===== src/rtl/irq_priority_arbiter_pkg.sv =====
// rtl/irq_priority_arbiter_pkg.sv - shared constants, state encoding and priority helper
package irq_priority_arbiter_pkg;

    localparam int N_SRC = 4;

    typedef enum logic [1:0] {
        ST_IDLE    = 2'd0,
        ST_REQUEST = 2'd1,
        ST_SERVICE = 2'd2
    } state_e;

    localparam logic [1:0] SRC_TIMER = 2'd0;
    localparam logic [1:0] SRC_MOUSE = 2'd1;
    localparam logic [1:0] SRC_USER2 = 2'd2;
    localparam logic [1:0] SRC_USER3 = 2'd3;

    // Lowest set index wins; scanning downward lets the last hit be the answer.
    function automatic logic [1:0] prio_sel(input logic [N_SRC-1:0] elig);
        logic [1:0] sel;
        sel = SRC_TIMER;
        for (int i = N_SRC - 1; i >= 0; i--) begin
            if (elig[i]) begin
                sel = i[1:0];
            end
        end
        return sel;
    endfunction

endpackage


===== src/rtl/irq_edge_detect.sv =====
// rtl/irq_edge_detect.sv - per-line set pulse generation, rising-edge or level
module irq_edge_detect #(
    parameter bit EDGE_MODE = 1'b1
) (
    input  logic       clk_i,
    input  logic       rst_n_i,
    input  logic [3:0] irq_raw_i,
    output logic [3:0] set_o
);

    logic [3:0] prev_q;

    // prev resets to 0 so a line already high at reset release reads as an edge.
    always_ff @(posedge clk_i or negedge rst_n_i) begin
        if (!rst_n_i) begin
            prev_q <= 4'b0000;
        end else begin
            prev_q <= irq_raw_i;
        end
    end

    assign set_o = EDGE_MODE ? (irq_raw_i & ~prev_q) : irq_raw_i;

endmodule


===== src/rtl/irq_priority_arbiter.sv =====
// rtl/irq_priority_arbiter.sv - pending capture, masked fixed-priority select and req/ack/done FSM
module irq_priority_arbiter
    import irq_priority_arbiter_pkg::*;
#(
    parameter bit EDGE_MODE = 1'b1,
    parameter int N_SRC     = 4
) (
    input  logic       CLK,
    input  logic       RESETN,
    input  logic [3:0] IRQ_RAW,
    input  logic [3:0] IRQ_MASK,
    input  logic       ACK,
    input  logic       DONE,
    output logic       IRQ_REQ,
    output logic [1:0] IRQ_SEL,
    output logic [3:0] PENDING,
    output logic       IN_SERVICE
);

    if (N_SRC != irq_priority_arbiter_pkg::N_SRC) begin : g_nsrc_check
        $error("irq_priority_arbiter: N_SRC must be 4 to match the 2-bit mux select");
    end

    state_e     state_q, state_d;
    logic [1:0] sel_q, sel_d;
    logic [3:0] pending_q, pending_d;
    logic [3:0] set_pulse;
    logic [3:0] clr_vec;
    logic [3:0] elig;

    irq_edge_detect #(
        .EDGE_MODE (EDGE_MODE)
    ) u_edge_detect (
        .clk_i     (CLK),
        .rst_n_i   (RESETN),
        .irq_raw_i (IRQ_RAW),
        .set_o     (set_pulse)
    );

    assign elig = pending_q & IRQ_MASK;

    always_comb begin
        state_d = state_q;
        sel_d   = sel_q;
        clr_vec = 4'b0000;
        case (state_q)
            ST_IDLE: begin
                if (|elig) begin
                    sel_d   = prio_sel(elig);
                    state_d = ST_REQUEST;
                end
            end
            ST_REQUEST: begin
                if (ACK) begin
                    clr_vec[sel_q] = 1'b1;
                    state_d        = ST_SERVICE;
                end else if (!elig[sel_q]) begin
                    state_d = ST_IDLE;
                end
            end
            ST_SERVICE: begin
                if (DONE) begin
                    state_d = ST_IDLE;
                end
            end
            default: state_d = ST_IDLE;
        endcase
        // Set after clear: an edge landing in the ACK cycle is kept.
        pending_d = (pending_q & ~clr_vec) | set_pulse;
    end

    always_ff @(posedge CLK or negedge RESETN) begin
        if (!RESETN) begin
            state_q   <= ST_IDLE;
            sel_q     <= 2'b00;
            pending_q <= 4'b0000;
        end else begin
            state_q   <= state_d;
            sel_q     <= sel_d;
            pending_q <= pending_d;
        end
    end

    assign IRQ_REQ    = (state_q == ST_REQUEST);
    assign IN_SERVICE = (state_q == ST_SERVICE);
    assign IRQ_SEL    = sel_q;
    assign PENDING    = pending_q;

endmodule


===== config.mk =====
export PLATFORM = sky130hd
export DESIGN_NAME = irq_priority_arbiter
export DESIGN_NICKNAME = d
export VERILOG_FILES = /design/src/rtl/irq_priority_arbiter_pkg.sv /design/src/rtl/irq_edge_detect.sv /design/src/rtl/irq_priority_arbiter.sv
export SDC_FILE = /design/constraint.sdc
export NUM_CORES = 1
export LEC_CHECK = 0
export ABC_CLOCK_PERIOD_IN_PS = 1900
export CORE_AREA = 2 2 39 41
export CTS_CLUSTER_DIAMETER = 30
export CTS_CLUSTER_SIZE = 16
export DETAILED_ROUTE_END_ITERATION = 12
export DIE_AREA = 0 0 41 43
export GPL_TIMING_DRIVEN = 0
export PLACE_DENSITY = 0.73
export SLEW_MARGIN = 15
export SYNTH_ARGS = -nofsm -noshare
export SYNTH_HDL_FRONTEND = slang
export SYNTH_SLANG_ARGS = --single-unit

===== constraint.sdc =====
create_clock -name CLK -period 1.9 [get_ports CLK]
set_input_delay 0.19 -clock CLK [delete_from_list [all_inputs] [get_ports CLK]]
set_output_delay 0.19 -clock CLK [all_outputs]
set_load 0.01 [all_outputs]

==> metrics <==
Global Route Usage Sum 14.78%; maximum vdd ir drop 0.7816 mV; Crit. End Element primary output; number of global-route vias before repair 387; PD cells 1358 mW/mm^2; largest net degree at the start of global routing 13; Final Hold Fails 0; Util after Layout 54.34%; CTS tree built; worst path required time 1710 ps; Final Wtd Congestion 0.7892; first-pass detailed-route iteration total 2; routed via count 426; unrepaired setup endpoints after global routing false; Post-CTS Setup Bufs 0; initial antenna violation count 0; Reg-to-Reg Start IRQ_SEL[0]; CORE AREA 0.001384 sq mm; Slew Limit Fails 0; Die Area 0.001763 sq mm; Hold Buf Count CTS 0; max-cap violations 0; Rel. slew slack 64.25%; chip height 43 um; Inst Count DP 84; CP startpoint kind flip-flop; post-CTS sizing 0; Starting Density 37.52%; gr ovfl total 0; Critical Path End IN_SERVICE; Pleak 0.3388 nW; Seq cells post-synth 12; syn_nets 61; WP data arrival 1430 ps; Worst Hold Class input pin to asynchronous set/reset pin; DR WL/cell 11.30 um; post-synthesis cell area 519.2 sq um; setup tns final 0 ps; DP HPWL 759.5 um; first-pass GRT wire length 1662 um; Final ANT Viol Nets 0; clk buf depth 2; Tmin final 1621 ps; Max Fclk 616.9 MHz; Worst Setup SP state_q[0]; syn_area_per_cell 10.60 sq um; DRC 0; Root Buffer clkbuf_4; post-synthesis sequential area ratio 57.83%; Port Buffers 19; Fin Clk Skew 2.191 ps; fin cells 87; Antenna Cells 0; Syn. warnings 0; H-tree levels 1; worst-margin pin slew 534.5 ps; WL final 983 um; post-synthesis cell count 49; layout cells sized above 1 9.859%; FF-to-FF path depth 2; Final nets 85; IO Count 20; reg2reg end state_q[0]; status finished, final reports clean; Num CTS Buffers 3; 1st-iter DRT viols 1; Clk Latency, worst-skew pair 260 ps; clk slew on worst S/H paths 70 ps; setup slack, reg-to-reg 600 ps; final setup fails 0; chip width 41 um; CTS sink cnt 12; Area Growth Syn to Fin 44.82%; Unique masters post-synth 16; crit path kind flip-flop to primary output; CP Max Fanout 4; post-route clock period utilization 85.32%; routed vias/inst 4.897; FP Rows 14
area by class of cell:
| type | instances | area [sq um] |
|---|---|---|
| Clock buffer | 3 | 22.52 |
| Fill cell | 151 | 631.9 |
| Inverter | 7 | 26.28 |
| Multi-Input combinational cell | 30 | 192.7 |
| Sequential cell | 12 | 300.3 |
| Tap cell | 16 | 20.02 |
| Timing Repair Buffer | 19 | 190.2 |
flip-flops by register name, indices dropped and copies added (netlist names):
name	flops
PENDING	4
IRQ_SEL	2
state_q	2
u_edge_detect.prev_q	4
synth_stat cells:
| master | instances | area share, % |
|---|---|---|
| dfrtp_1 | 12 | 58 |
| nor2_1 | 2 | 1.4 |
| nand2_1 | 8 | 5.8 |
| a21boi_0 | 1 | 1.4 |
| o41ai_2 | 1 | 3.1 |
| mux2_2 | 1 | 2.2 |
| nand3_1 | 2 | 1.9 |
| o21ai_1 | 1 | 0.96 |
| inv_1 | 7 | 5.1 |
| and3b_1 | 1 | 1.7 |
| nand3b_1 | 1 | 1.4 |
| o21ai_0 | 6 | 5.8 |
| a21oi_1 | 2 | 1.9 |
| o31ai_1 | 2 | 2.9 |
| nand2_4 | 1 | 2.2 |
| mux4_2 | 1 | 4.3 |
worst max-delay path, cell delays in order, from the launching register on:
cell and delay, ps:
dfrtp_1 400, inv_1 110, nand2_1 80, inv_1 60, clkdlybuf4s50_1 520
per-layer routing:
metal | global-route usage, % | share of wire (%) | routed length (um) | vias up
li1 | - | - | - | 212
met1 | 19.38 | 42 | 413 | 194
met2 | 20.00 | 48 | 471 | 16
met3 | 4.712 | 7.2 | 71 | 4
met4 | 10.00 | 2.6 | 26 | 0
met5 | 0 | 0 | 0 | -
where the power goes:
group	internal (W)	leakage (nW)	switching (W)	total (W)
clock network	0.0000732	0.0138	0.0000748	0.000148
logic	0.000258	0.191	0.000182	0.000440
registers	0.000334	0.134	0.0000994	0.000434
worst min-delay path by stage:
stage	to	depth (start not counted)
5_1_grt	state_q[0]	1
2_1_floorplan	IRQ_SEL[0]	0
3_5_place_dp	PENDING[0]	1
6_report	state_q[0]	1
4_1_cts	IRQ_SEL[0]	1
3_3_place_gp	PENDING[1]	1
per-stage QoR:
step,hold WS (ps),instance area [sq um],setup WS (ps),total power (W)
CTS,289.2,752.0,270.1,0.001034
global route,327.4,752.0,212.0,0.001102
detailed placement,417.2,729.5,360.0,0.0008814
floorplan,-105.6,519.2,625.3,0.0006575
global placement,402.9,729.5,366.0,0.0008722
finish,274.8,752.0,279.0,0.001022
kinds of logic after synthesis:
| logic type | share of synthesized area (%) |
|---|---|
| compound gates | 16.14 |
| buf+inv | 5.061 |
| flops | 57.83 |
| mux | 6.506 |
| simple gates | 14.46 |
cell usage in the layout (no fill, tap or decap):
cell type and count:
clkdlybuf4s50_1 19, dfrtp_1 12, nand2_1 8, inv_1 7
o21ai_0 6, clkbuf_4 3, nor2_1 2, o31ai_1 2
nand3_1 2, a21oi_1 2, and3b_1 1, nand3b_1 1
nand2_4 1, mux4_2 1, o21ai_1 1, o41ai_2 1
a21boi_0 1, mux2_2 1
Note: power is estimated with default switching activity, not from simulation.
